File: src/rtl/cpu_trace_pkg.sv
// Shared definitions for the CPU retire-trace buffer: FSM states, record layout, record width.
// Build option: define CPU_TRACE_TIMESTAMP_EN to add a 32-bit capture timestamp to every record.
// Record layout, MSB to LSB: [ts], pc, instr, wb_en, wb_reg, wb_data.
package cpu_trace_pkg;

  typedef enum logic [1:0] {
    ST_IDLE    = 2'd0,
    ST_ARMED   = 2'd1,
    ST_CAPTURE = 2'd2,
    ST_DONE    = 2'd3
  } state_e;

  localparam int TS_W = 32;

`ifdef CPU_TRACE_TIMESTAMP_EN
  localparam int TS_EN = 1;
`else
  localparam int TS_EN = 0;
`endif

  // Record view at the default widths (ADDR_W=32, DATA_W=32, REG_AW=5).
  typedef struct packed {
`ifdef CPU_TRACE_TIMESTAMP_EN
    logic [TS_W-1:0] ts;
`endif
    logic [31:0]     pc;
    logic [31:0]     instr;
    logic            wb_en;
    logic [4:0]      wb_reg;
    logic [31:0]     wb_data;
  } trace_rec_t;

  localparam int REC_W = $bits(trace_rec_t);

  // Record width for arbitrary field widths; matches the layout of trace_rec_t.
  function automatic int rec_width(input int addr_w, input int data_w, input int reg_aw);
    return addr_w + data_w + 1 + reg_aw + data_w + TS_EN * TS_W;
  endfunction

endpackage

File: src/rtl/trace_ram.sv
// Trace record storage: DEPTH x W simple dual-port memory.
// Latency: write lands on the clock edge; read is combinational from the address.
// Backpressure: none; the owner guarantees it never writes an entry it still needs.
module trace_ram
  import cpu_trace_pkg::*;
#(
  parameter int DEPTH = 16,
  parameter int W     = REC_W
) (
  input  logic                     clk,
  input  logic                     we_i,
  input  logic [$clog2(DEPTH)-1:0] waddr_i,
  input  logic [W-1:0]             wdata_i,
  input  logic [$clog2(DEPTH)-1:0] raddr_i,
  output logic [W-1:0]             rdata_o
);

  logic [W-1:0] mem_q [DEPTH];

  // Synchronous write port; storage is deliberately not reset.
  always_ff @(posedge clk) begin
    if (we_i) mem_q[waddr_i] <= wdata_i;
  end

  assign rdata_o = mem_q[raddr_i];

endmodule

File: src/rtl/cpu_trace_buffer.sv
// Retire-trace capture: triggered, stop-when-full or wrapping circular record buffer, show-ahead drain port.
// Latency: a retire is stored on the next edge; records are readable the first cycle in DONE.
// Backpressure: the drain port only advances on rd_valid && rd_ready; capture never stalls the CPU.
// Build option: CPU_TRACE_TIMESTAMP_EN adds a free-running cycle counter and the rd_ts port.
module cpu_trace_buffer
  import cpu_trace_pkg::*;
#(
  parameter int ADDR_W = 32,
  parameter int DATA_W = 32,
  parameter int REG_AW = 5,
  parameter int DEPTH  = 16,
  parameter int CNT_W  = $clog2(DEPTH + 1)
) (
  input  logic              clk,
  input  logic              rst,
  input  logic              retire,
  input  logic [ADDR_W-1:0] pc,
  input  logic [DATA_W-1:0] instr,
  input  logic              wb_en,
  input  logic [REG_AW-1:0] wb_reg,
  input  logic [DATA_W-1:0] wb_data,
  input  logic              arm,
  input  logic              stop,
  input  logic              trig_any,
  input  logic [ADDR_W-1:0] trig_pc,
  input  logic              wrap_mode,
  output logic [1:0]        state_o,
  output logic [CNT_W-1:0]  count,
  output logic              overflow,
  output logic              rd_valid,
  input  logic              rd_ready,
  output logic [ADDR_W-1:0] rd_pc,
  output logic [DATA_W-1:0] rd_instr,
  output logic              rd_wb_en,
  output logic [REG_AW-1:0] rd_wb_reg,
  output logic [DATA_W-1:0] rd_wb_data
`ifdef CPU_TRACE_TIMESTAMP_EN
  ,
  output logic [TS_W-1:0]   rd_ts
`endif
);

  localparam int PTR_W  = $clog2(DEPTH);
  localparam int RW     = rec_width(ADDR_W, DATA_W, REG_AW);
  localparam int O_REG  = DATA_W;
  localparam int O_EN   = O_REG + REG_AW;
  localparam int O_INS  = O_EN + 1;
  localparam int O_PC   = O_INS + DATA_W;
  localparam logic [CNT_W-1:0] FULL = CNT_W'(DEPTH);
  localparam logic [CNT_W-1:0] ONE  = CNT_W'(1);

  state_e             state_q, state_d;
  logic [PTR_W-1:0]   wr_ptr_q, wr_ptr_d;
  logic [PTR_W-1:0]   rd_ptr_q, rd_ptr_d;
  logic [CNT_W-1:0]   count_q, count_d;
  logic               ovf_q, ovf_d;
  logic               wr_en;
  logic               hit;
  logic               full;
  logic               has_rec;
  logic               rd_fire;
  logic [RW-1:0]      wr_rec;
  logic [RW-1:0]      rd_rec;

  assign hit      = retire && (trig_any || (pc == trig_pc));
  assign full     = (count_q == FULL);
  assign has_rec  = (count_q != '0);
  assign rd_valid = (state_q == ST_DONE) && has_rec;
  assign rd_fire  = rd_valid && rd_ready;

`ifdef CPU_TRACE_TIMESTAMP_EN
  logic [TS_W-1:0] ts_q;

  // Free-running cycle counter, wraps naturally at 2^32.
  always_ff @(posedge clk or posedge rst) begin
    if (rst) ts_q <= '0;
    else     ts_q <= ts_q + 1'b1;
  end

  assign wr_rec = {ts_q, pc, instr, wb_en, wb_reg, wb_data};
  assign rd_ts  = has_rec ? rd_rec[O_PC + ADDR_W +: TS_W] : '0;
`else
  assign wr_rec = {pc, instr, wb_en, wb_reg, wb_data};
`endif

  // Next-state: arm overrides everything; a retire paired with stop is recorded before stopping.
  always_comb begin
    state_d  = state_q;
    wr_ptr_d = wr_ptr_q;
    rd_ptr_d = rd_ptr_q;
    count_d  = count_q;
    ovf_d    = ovf_q;
    wr_en    = 1'b0;
    if (arm) begin
      state_d  = ST_ARMED;
      wr_ptr_d = '0;
      rd_ptr_d = '0;
      count_d  = '0;
      ovf_d    = 1'b0;
    end else begin
      case (state_q)
        ST_ARMED: begin
          if (hit) begin
            wr_en    = 1'b1;
            wr_ptr_d = wr_ptr_q + 1'b1;
            count_d  = count_q + ONE;
            state_d  = stop ? ST_DONE : ST_CAPTURE;
          end else if (stop) begin
            state_d = ST_DONE;
          end
        end
        ST_CAPTURE: begin
          if (retire) begin
            if (full && !wrap_mode) begin
              // Full after wrap was switched off: nowhere to put it, so capture ends here.
              state_d = ST_DONE;
            end else begin
              wr_en    = 1'b1;
              wr_ptr_d = wr_ptr_q + 1'b1;
              if (full) begin
                rd_ptr_d = rd_ptr_q + 1'b1;
                ovf_d    = 1'b1;
              end else begin
                count_d = count_q + ONE;
                if (!wrap_mode && (count_q == FULL - ONE)) state_d = ST_DONE;
              end
            end
          end
          if (stop) state_d = ST_DONE;
        end
        ST_DONE: begin
          if (rd_fire) begin
            rd_ptr_d = rd_ptr_q + 1'b1;
            count_d  = count_q - ONE;
          end
        end
        default: ;
      endcase
    end
  end

  // FSM, pointer and count registers.
  always_ff @(posedge clk or posedge rst) begin
    if (rst) begin
      state_q  <= ST_IDLE;
      wr_ptr_q <= '0;
      rd_ptr_q <= '0;
      count_q  <= '0;
      ovf_q    <= 1'b0;
    end else begin
      state_q  <= state_d;
      wr_ptr_q <= wr_ptr_d;
      rd_ptr_q <= rd_ptr_d;
      count_q  <= count_d;
      ovf_q    <= ovf_d;
    end
  end

  trace_ram #(
    .DEPTH (DEPTH),
    .W     (RW)
  ) u_ram (
    .clk     (clk),
    .we_i    (wr_en),
    .waddr_i (wr_ptr_q),
    .wdata_i (wr_rec),
    .raddr_i (rd_ptr_q),
    .rdata_o (rd_rec)
  );

  assign state_o    = state_q;
  assign count      = count_q;
  assign overflow   = ovf_q;
  assign rd_pc      = has_rec ? rd_rec[O_PC  +: ADDR_W] : '0;
  assign rd_instr   = has_rec ? rd_rec[O_INS +: DATA_W] : '0;
  assign rd_wb_en   = has_rec ? rd_rec[O_EN]            : 1'b0;
  assign rd_wb_reg  = has_rec ? rd_rec[O_REG +: REG_AW] : '0;
  assign rd_wb_data = has_rec ? rd_rec[0     +: DATA_W] : '0;

endmodule

File: config.mk
export PLATFORM = sky130hd
export DESIGN_NAME = cpu_trace_buffer
export DESIGN_NICKNAME = d
export VERILOG_FILES = /design/src/rtl/cpu_trace_pkg.sv /design/src/rtl/trace_ram.sv /design/src/rtl/cpu_trace_buffer.sv
export SDC_FILE = /design/constraint.sdc
export NUM_CORES = 1
export LEC_CHECK = 0
export CAP_MARGIN = 25
export CORE_ASPECT_RATIO = 0.9
export CORE_MARGIN = 4
export CORE_UTILIZATION = 30
export CTS_CLUSTER_SIZE = 25
export DETAILED_ROUTE_END_ITERATION = 16
export GPL_ROUTABILITY_DRIVEN = 1
export GPL_TIMING_DRIVEN = 0
export PLACE_DENSITY = 0.44
export SYNTH_ARGS = -nofsm -noshare
export SYNTH_HDL_FRONTEND = slang
export SYNTH_SLANG_ARGS = --single-unit
File: constraint.sdc
create_clock -name clk -period 15.4 [get_ports clk]
set_input_delay 1.54 -clock clk [delete_from_list [all_inputs] [get_ports clk]]
set_output_delay 1.54 -clock clk [all_outputs]
set_load 0.01 [all_outputs]
==> results of run 1 <==
## metrics by stage
stage	hold slack, ns	instances	setup slack, ns	total power [mW]
after floorplan	0.5288	2570	1.649	5.853
after detailed placement	0.5034	5894	8.366	6.720
final	0.5320	6229	8.948	10.66
after global routing	0.6039	6226	8.700	11.09
after global placement	0.5121	5639	-19.35	6.691
after CTS	0.5357	6219	8.636	10.83
## cell families (layout without fill, tap and decap cells)
group / after synthesis / in the layout / share of synthesized area [%]
flip-flops: 1648 / 1648 / 77.99
multiplexers: 516 / 516 / 18.23
AND/OR/NAND/NOR: 181 / 181 / 1.665
buffers and inverters: 143 / 981 / 1.003
XOR/XNOR: 36 / 36 / 0.4977
AO/OA/AOI/OAI: 34 / 34 / 0.3693
adder cells (fa/ha/maj): 12 / 12 / 0.2488
other: 0 / 4 / 0
## cell type report
class	instances	area (sq um)	share of cell area, %
Inverter	8	30.03	0.03843
Antenna cell	4	10.01	0.01281
Buffer	135	609.3	0.7798
Clock inverter	100	857.1	1.097
Tap cell	2817	3525	4.511
Multi-Input combinational cell	779	13420	17.18
Clock buffer	225	4737	6.063
Sequential cell	1648	49410	63.23
Timing Repair Buffer	513	5539	7.089
## worst paths after layout
path,from,end,slack (ns),depth (start not counted)
setup / recovery,count[0],rd_wb_data[30],8.95,7
hold / removal,overflow,overflow,0.53,2
setup reg to reg,state_o[0],u_ram.mem_q[2][41],11.51,12
hold reg to reg,overflow,overflow,0.53,2
max in group asynchronous,rst,wr_ptr_q[2],13.77,2
min in group asynchronous,rst,state_o[0],1.18,2
## critical path: stages (launching register included)
cell and delay [ns]:
dfrtp_1 0.47, or4_1 0.62, nor2_1 0.74, clkbuf_2 0.45
buf_12 0.22, clkbuf_1 0.68, nor2b_1 0.30, clkdlybuf4s50_1 0.58
## layout by cell type (no fill, tap or decap), drive strengths merged, types with 12 or more instances in the layout
cell,count
clkbuf,293
inv,14
buf,328
clkdlybuf4s50,252
clkinv,76
nand2,14
bufinv,12
mux4,510
nor2,17
edfxtp,1632
xnor2,32
dfrtp,16
nor2b,105
## flip-flops by register name, indices dropped and copies added (netlist names)
register / flops
overflow: 1
state_o: 2
wr_ptr_q: 4
count: 5
u_ram.mem_q: 1632
rd_ptr_q: 4
## where the power goes
| part | total [mW] | internal (mW) | leakage, nW | switching [mW] |
|---|---|---|---|---|
| logic | 1.61 | 0.745 | 6.45 | 0.861 |
| registers | 4.96 | 4.95 | 14.9 | 0.0137 |
| clock network | 4.09 | 2.38 | 2.74 | 1.71 |
| total | 10.7 | 8.07 | 24.1 | 2.59 |
## layer usage
layer  GRT usage (%)  vias to the layer above  part of all wire (%)
met5               0                        -                 0.034
met4           3.806                        8                   2.0
met3           3.031                      237                   4.8
met2           27.92                      835                    50
met1           22.53                    16760                    43
li1                -                    12520                     -
==> key figures, run 1 <==
Floorplan
  • Chip height: 444.0 microns
  • Die Width: approximately 500 microns
  • Row count: 159
  • Die area: between 200000 and 250000 sq um
  • Initial core utilization: between 30% and 40%
  • IO Pins: around 250
  • Core area: roughly 210000 sq um

Placed design
  • Placed Area: around 72000 sq um
  • Number of buffers added on ports: approximately 250
  • Final GP Congestion: between 0.7 and 0.8
  • Post-DP HPWL: between 100000 and 150000 microns

Yosys
  • Top FF cell, synth: edfxtp_1
  • Most numerous cell in the Yosys netlist: edfxtp_1
  • Cells after Synth: around 2600
  • Syn nets: 2724
  • Post-synth EDFFs: 1632
  • Seq/Total Area, Yosys: between 70% and 80%
  • Area leader, netlist: edfxtp_1
  • Syn Area/Cell: between 20 and 25 sq um
  • Yosys top cell area share: between 70% and 80%
  • Async SR Flop Fraction: less than 1%
  • Cell variety after synth: 43
  • Synth top cells by count: edfxtp_1 (1632), mux4_2 (510), nor2b_1 (105)
  • Yosys warns: 0
  • Post-Syn Area: roughly 63000 sq um
  • #FFs+latches synth: around 1600
  • Top cells by area, synth: edfxtp_1 (77%), mux4_2 (18%), nor2b_1 (1.0%)

Clock network
  • Hold Buf Count CTS: 0
  • Bufs on Longest Clock Path: 3
  • Post-CTS Setup Inserts: 0
  • H-Tree Depth: 4
  • TritonCTS Sinks: 1648
  • CTS tree: done
  • Clk slew on worst S/H paths: 0.06 ns
  • Clk Tree Root Cell: clkbuf_16
  • Worst-skew pair later-pin latency: around 0.80 ns
  • CTS Buf Count: about 180
  • CTS resizes: 0

Worst setup path
  • Crit Path Class: reg -> out
  • Critical path fanouts, max: 10
  • CP required: approximately 14 ns
  • Arrival @ worst endpoint: about 4.9 ns
  • Crit. End Element: primary output
  • CP startpoint kind: flip-flop

Timing
  • RSZ-0062 raised after global routing: false
  • Tcrit/Tclk final: between 40% and 50%
  • Measured slew at the worst slew-check pin: around 1.1 ns
  • F_max: between 150 and 200 MHz
  • Final hold violation count: 0
  • Worst Clk Skew: 0.01800 ns
  • Final setup vio count: 0
  • Total Neg Setup Slack: 0 ns
  • Max_slew headroom: about 29%
  • Slew Viols, Final: 0
  • Post-layout min period: around 6.5 ns

GRT
  • GRT overflow: 0
  • Vias in the first global route: 32430
  • Antenna violations before repair: 25
  • Gr usage total: between 10% and 20%
  • Largest net degree at the start of global routing: 22
  • First-pass GRT wire length: 255300 microns

Layout
  • Share of cells above drive strength 1: 32.34%
  • Filler cell count: between 15000 and 20000
  • Nets: about 3400
  • Post-Route Utilization: 37.33%
  • Finished Cell Area: 78140 sq um
  • Area Growth Syn to Fin: 23.33%

Route
  • DR pass1 iterations: 5
  • DR iter-0 viols: 2455
  • DR vias: ~30000
  • DRC: 0
  • DRT antenna net count: 0
  • Vias/cell: 4.873
  • Routed len/inst: 29.39 microns
  • WL final: approximately 180000 microns

Power and ir drop
  • Pwr dens: ~140 nW/um^2
  • Static Leak: 24.07 nW
  • Worst-case vdd ir drop: 0.1133 mV

Worst hold path
  • Hold crit path type: reg -> reg

Run status
  • Status: finished clean

Job
  • Max-cap violation count: 0
Note: power is estimated with default switching activity, not from simulation.
==> run 2: changes to the inputs <==
Settings changed: PLACE_DENSITY 0.44 to 0.46.
Clock period 15.4 ns to 5.51 ns, I/O delays scaled along.
==> run 2 against run 1 <==
Against the previous run: cell count is 1.3% lower; global-route usage is 0.062 points lower; sequential cell count stayed put; combinational power grew to 2.8 times the previous value; utilization is 0.25 points higher; setup slack worse by 8.7 ns; routed wire length is 0.34% lower; final area is 0.68% higher; sequential power grew to 2.8 times the previous value; power grew to 2.8 times the previous value; critical endpoint is now rd_instr[17]; largest cell class unchanged; largest power group unchanged.
==> key figures, run 2 (synthesized netlist as in run 1, its figures left out) <==
Route
  • DRC: 0
  • DRT antenna net count: 0
  • Vias/cell: 4.914
  • WL final: roughly 180000 microns
  • Routed len/inst: 29.67 microns
  • DR vias: slightly above 30000
  • DR pass1 iterations: 5
  • DR iter-0 viols: 2600

Clock network
  • Hold Buf Count CTS: 0
  • H-Tree Depth: 4
  • CTS Buf Count: about 180
  • TritonCTS Sinks: about 1600
  • Bufs on Longest Clock Path: 3
  • Worst-skew pair later-pin latency: about 0.80 ns
  • Post-CTS Setup Inserts: 0
  • Clk Tree Root Cell: clkbuf_16
  • CTS resizes: 0
  • CTS tree: done
  • Clk slew on worst S/H paths: 0.06 ns

Run status
  • Status: finished clean

Timing
  • RSZ-0062 raised after global routing: false
  • Worst Clk Skew: 0.01710 ns
  • Final setup vio count: 0
  • Tcrit/Tclk final: a little over nine tenths
  • Final hold violation count: 0
  • Measured slew at the worst slew-check pin: between 1 and 1.5 ns
  • F_max: between 150 and 200 MHz
  • Total Neg Setup Slack: 0 ns
  • Post-layout min period: between 5 and 6 ns
  • Max_slew headroom: a little over a quarter
  • Slew Viols, Final: 0

Layout
  • Nets: 3336
  • Most flops, register: u_ram.mem_q
  • Most common cell after layout, fill and taps aside: edfxtp_1
  • Commonest non-fill, non-tap cells in the layout: edfxtp_1 (1632), mux4_2 (510), clkdlybuf4s50_1 (252)
  • Max FFs per register: about 1600
  • Share of cells above drive strength 1: 30.58%
  • Reg area: about 50000 sq um
  • Multi-input gate area: between 10000 and 15000 sq um
  • Filler cell count: around 19000
  • Area Growth Syn to Fin: 24.17%

Power and ir drop
  • Static Leak: roughly 24 nW
  • Worst-case vdd ir drop: 0.3265 mV
  • Pwr dens: approximately 380 nW/um^2
  • Pwr Total: approximately 30 mW

Placed design
  • Number of buffers added on ports: between 200 and 300
  • Final GP Congestion: 0.7245
  • Post-DP HPWL: roughly 120000 microns

GRT
  • First-pass GRT wire length: between 200000 and 300000 microns
  • Vias in the first global route: 32530
  • Largest net degree at the start of global routing: 20
  • Gr usage total: 16.56%
  • GRT overflow: 0
  • Antenna violations before repair: 21

Worst setup path
  • Critical Path, Cell by Cell: clkbuf_1 > clkbuf_1 > buf_8 > buf_1 > mux4_2 > mux4_2 > nor2b_1 > clkdlybuf4s50_1
  • Slowest-stage cell, CP: buf_1
  • Crit. End Element: primary output
  • CP startpoint kind: flip-flop
  • Crit path from: rd_ptr_q[1]
  • Arrival @ worst endpoint: around 4.7 ns
  • CP max stage delay: around 0.79 ns
  • Critical path fanouts, max: 10
  • Worst r2r src: count[0]
  • CP required: around 5 ns
  • Worst r2r path cells: 11
  • Crit Path Class: reg -> out

Floorplan
  • Initial core utilization: 30.27%
  • Row count: ~160
  • Chip height: ~440 microns
  • Core area: 209300 sq um
  • Die Width: 492.4 microns
  • IO Pins: between 200 and 300
  • Die area: between 200000 and 250000 sq um

Worst hold path
  • Hold crit path type: in -> async

Job
  • Max-cap violation count: 0
## run 2: cell count changes in the layout (fill, tap and decap cells not counted), moves of 5 or more
| cell | change |
|---|---|
| buf_16 | +68 |
| buf_4 | -94 |
| buf_6 | -68 |
| buf_8 | +18 |
| clkbuf_16 | -5 |
| clkinv_2 | -7 |
| clkinv_4 | +5 |
| inv_6 | +6 |
| nor3_2 | -7 |
| nor3_4 | +7 |
## run 2: area by class of cell
class                   instances  area share, %
multi-input cells             779          17.16
well taps                    2817          4.481
repair buffers                433          7.808
clock buffers                 220          5.863
inverters                       8        0.03817
diodes                          6        0.01909
flip-flops and latches       1648          62.81
plain buffers                 135         0.7746
clock inverters               103          1.047
## run 2: per-stage QoR
step / instance area (sq um) / cells / hold WS, ns / setup WS (ns) / util [%]
global placement: 69500 / 5639 / 0.5108 / -14.45 / 33.21
finish: 78660 / 6149 / 0.1661 / 0.2812 / 37.59
global route: 78650 / 6145 / 0.1880 / 0.03846 / 37.58
CTS: 78600 / 6140 / 0.1149 / 0.1231 / 37.56
detailed placement: 73170 / 5817 / 0.5710 / -0.1133 / 34.96
floorplan: 63450 / 2570 / 0.4647 / -2.185 / -
## run 2: layer usage
| metal | part of all wire [%] | global-route usage, % |
|---|---|---|
| met3 | 4.9 | 2.865 |
| met2 | 51 | 28.19 |
| met4 | 2.3 | 4.366 |
| met1 | 42 | 21.98 |
| met5 | 0.019 | 0 |
## run 2: worst paths after layout
| path | slack (ns) | to |
|---|---|---|
| min in group clk | 0.47 | state_o[1] |
| min reg2reg | 0.59 | overflow |
| max in group asynchronous | 4.88 | rd_ptr_q[2] |
| max | 0.28 | rd_instr[17] |
| min | 0.17 | state_o[1] |
| max reg2reg | 1.81 | u_ram.mem_q[11][32] |
## run 2: power by group
part	total [mW]	switching (mW)	internal (mW)	leakage (nW)
Sequential	13.9	0.0380	13.8	14.9
Combinational	4.47	2.37	2.10	6.40
Clock	11.2	4.81	6.37	2.65
Total	29.5	7.22	22.3	23.9
## run 2: critical path: cells and delay by family, from the launching register on
kind / cells / cell delay (ns)
buffers and inverters: 5 / 2.35
multiplexers: 2 / 0.93
flip-flops: 1 / 0.37
AND/OR/NAND/NOR: 1 / 0.19
==> run 3: changes to the inputs <==
Settings changed: ABC_AREA set to 1.
==> run 3 against run 2 <==
Against the previous run: combinational power grew to 3.0 times the previous value; synthesized cell count up 80%; area after synthesis rose by 2.2%; critical path type unchanged; die area increased by 2.1%; sequential share of layout area increased by 0.36 points; register-to-register slack improved by 0.15 ns; non-clock buffer count grew 133.
==> key figures, run 3 <==
Yosys
  • Syn nets: approximately 4800
  • Main combinational cell family by area after synthesis: compound AO/OA/AOI/OAI gates
  • Post-synth EDFFs: ~1600
  • Cells after Synth: 4622
  • Yosys warns: 0
  • Seq/Total Area, Yosys: about three quarters
  • Yosys top cell area share: about three quarters
  • Most numerous cell in the Yosys netlist: edfxtp_1
  • #FFs+latches synth: 1648
  • Top FF cell, synth: edfxtp_1
  • Xor and xnor fraction of the mapped netlist area: less than 1%
  • Post-synthesis compound-gate area fraction: 13.95%
  • Post-Synth Simple-Gate Area: around 6.3%
  • Top cells by area, synth: edfxtp_1 (76%), o21ai_0 (6.1%), nor2_1 (4.9%)
  • Post-Syn Area: roughly 65000 sq um
  • Async SR Flop Fraction: less than 1%
  • Adder-cell share of the synthesized area: 0.2436%
  • Cell variety after synth: 37
  • Multiplexer share of the synthesized area: 0%
  • Synth top cells by count: edfxtp_1 (1632), nor2_1 (847), o21ai_0 (790)
  • Area leader, netlist: edfxtp_1
  • Syn Area/Cell: 14.00 sq um

Timing
  • Hold Slack: a little under 0.2 ns
  • Post-layout min period: 5.252 ns
  • Final hold violation count: 0
  • Measured slew at the worst slew-check pin: around 1.1 ns
  • Max_slew headroom: between 20% and 30%
  • Worst Clk Skew: 0.03269 ns
  • Slew Viols, Final: 0
  • RSZ-0062 raised after global routing: false
  • Tcrit/Tclk final: 95.32%
  • Final setup vio count: 0
  • Total Neg Setup Slack: 0 ns
  • F_max: around 190 MHz

Placed design
  • Post-DP HPWL: 163900 microns
  • Number of buffers added on ports: 251
  • Final GP Congestion: roughly 0.77
  • Dpl cells: approximately 8000

Floorplan
  • Core area: roughly 210000 sq um
  • Die Width: between 400 and 500 microns
  • Chip height: 448.6 microns
  • Initial core utilization: around 30%
  • Die area: 223200 sq um
  • IO Pins: around 250
  • Row count: 161

Route
  • Vias/cell: about 5.4
  • WL final: 244000 microns
  • Routed len/inst: approximately 30 microns
  • DR vias: 43650
  • DR iter-0 viols: ~5300
  • DR pass1 iterations: 6
  • DRT antenna net count: 0
  • DRC: 0

Clock network
  • Clk Tree Root Cell: clkbuf_16
  • Worst-skew pair later-pin latency: 0.83 ns
  • CTS resizes: 0
  • H-Tree Depth: 4
  • Clk slew on worst S/H paths: around 0.060 ns
  • TritonCTS Sinks: around 1600
  • CTS Buf Count: ~180
  • Post-CTS Setup Inserts: 0
  • Bufs on Longest Clock Path: 3
  • CTS tree: done

GRT
  • GRT overflow: 0
  • Vias in the first global route: 42460
  • Antenna violations before repair: 30
  • First-pass GRT wire length: 337100 microns
  • Largest net degree at the start of global routing: 25
  • Gr usage total: roughly a fifth

Layout
  • Max FFs per register: roughly 1600
  • Post-Route Utilization: 36.49%
  • Area Growth Syn to Fin: 20.87%
  • Most common cell after layout, fill and taps aside: edfxtp_1
  • Nets: 5299
  • Most flops, register: u_ram.mem_q
  • Share of cells above drive strength 1: a little over 9%
  • Final instance count without filler cells: 8140
  • Commonest non-fill, non-tap cells in the layout: edfxtp_1 (1632), nor2_1 (841), o21ai_0 (790)

Worst setup path
  • Crit. End Element: primary output
  • Worst r2r path cells: 15
  • Crit path from: rd_ptr_q[3]
  • Worst r2r src: count[0]
  • CP required: slightly below 5 ns
  • Arrival @ worst endpoint: ~4.7 ns
  • Critical path fanouts, max: 10
  • CP startpoint kind: flip-flop
  • Crit Path Class: reg -> out

Job
  • Max-cap violation count: 0

Power and ir drop
  • Pwr Total: between 30 and 40 mW
  • Pwr dens: roughly 490 nW/um^2
  • Worst-case vdd ir drop: ~0.42 mV
  • Static Leak: between 20 and 25 nW

Worst hold path
  • Hold crit path type: in -> async

Run status
  • Status: finished clean
## run 3: cell types whose count changed after synthesis, sizes merged, moves of 76 or more
cell,before,now
o211ai,1,138
o21ai,6,832
nor2b,105,0
nor2,17,857
o221ai,0,270
o22ai,0,138
a21oi,9,107
clkbuf,67,216
nand3,5,81
nand2,14,98
mux4,510,0
## run 3: where the power goes
group / leakage, nW / switching (mW) / internal, mW
registers: 14.9 / 0.0813 / 14.0
logic: 6.66 / 9.35 / 3.83
clock network: 2.62 / 5.02 / 6.41
total: 24.2 / 14.4 / 24.2
## run 3: cell type report
cell class	count	area, sq um
diodes	8	20.02
plain buffers	354	1662
clock buffers	230	4692
clock inverters	82	694.4
fillers	20730	136100
inverters	46	177.7
multi-input cells	2573	13570
flip-flops and latches	1648	49410
well taps	2852	3568
repair buffers	347	4429
## run 3: worst paths after layout
kind	slack, ns	to
hold reg to reg	0.51	overflow
min in group clk	0.51	overflow
setup / recovery	0.26	rd_wb_data[4]
setup reg to reg	1.96	u_ram.mem_q[5][58]
hold / removal	0.20	count[1]
max in group asynchronous	4.76	wr_ptr_q[0]
## run 3: per-layer routing
metal | vias up | GRT usage [%] | share of wire [%]
met2 | 1918 | 33.12 | 46
met4 | 6 | 6.232 | 2.6
met1 | 22530 | 29.80 | 44
met5 | - | 0 | 0.016
li1 | 18850 | - | -
met3 | 339 | 4.219 | 7.8
## run 3: metrics by stage
step	instance area (sq um)	setup slack, ns
2_1_floorplan	64720	-0.7244
3_3_place_gp	70800	-9.665
3_5_place_dp	72780	-0.5353
4_1_cts	78180	0.1857
5_1_grt	78210	0.1478
6_report	78220	0.2580
## run 3: critical path, cell delays in order (launching register included)
cell and delay (ns):
dfrtp_1 0.84, clkbuf_2 0.67, clkbuf_1 0.77, o211ai_1 0.20, a21oi_1 0.70, clkdlybuf4s50_1 0.68
## run 3: timing repair
| action | CTS | global route |
|---|---|---|
| endpoints found under the hold margin | 1 | 0 |
| hold buffers | 1 | 0 |
| setup endpoints to repair | 2 | 0 |
## run 3: cells by family (layout without fill, tap and decap cells)
logic type / after synthesis / after routing
AO/OA/AOI/OAI: 1493 / 1493
XOR/XNOR: 24 / 24
adder cells (fa/ha/maj): 12 / 12
buffers and inverters: 401 / 1059
flip-flops: 1648 / 1648
other: 0 / 8
AND/OR/NAND/NOR: 1044 / 1044
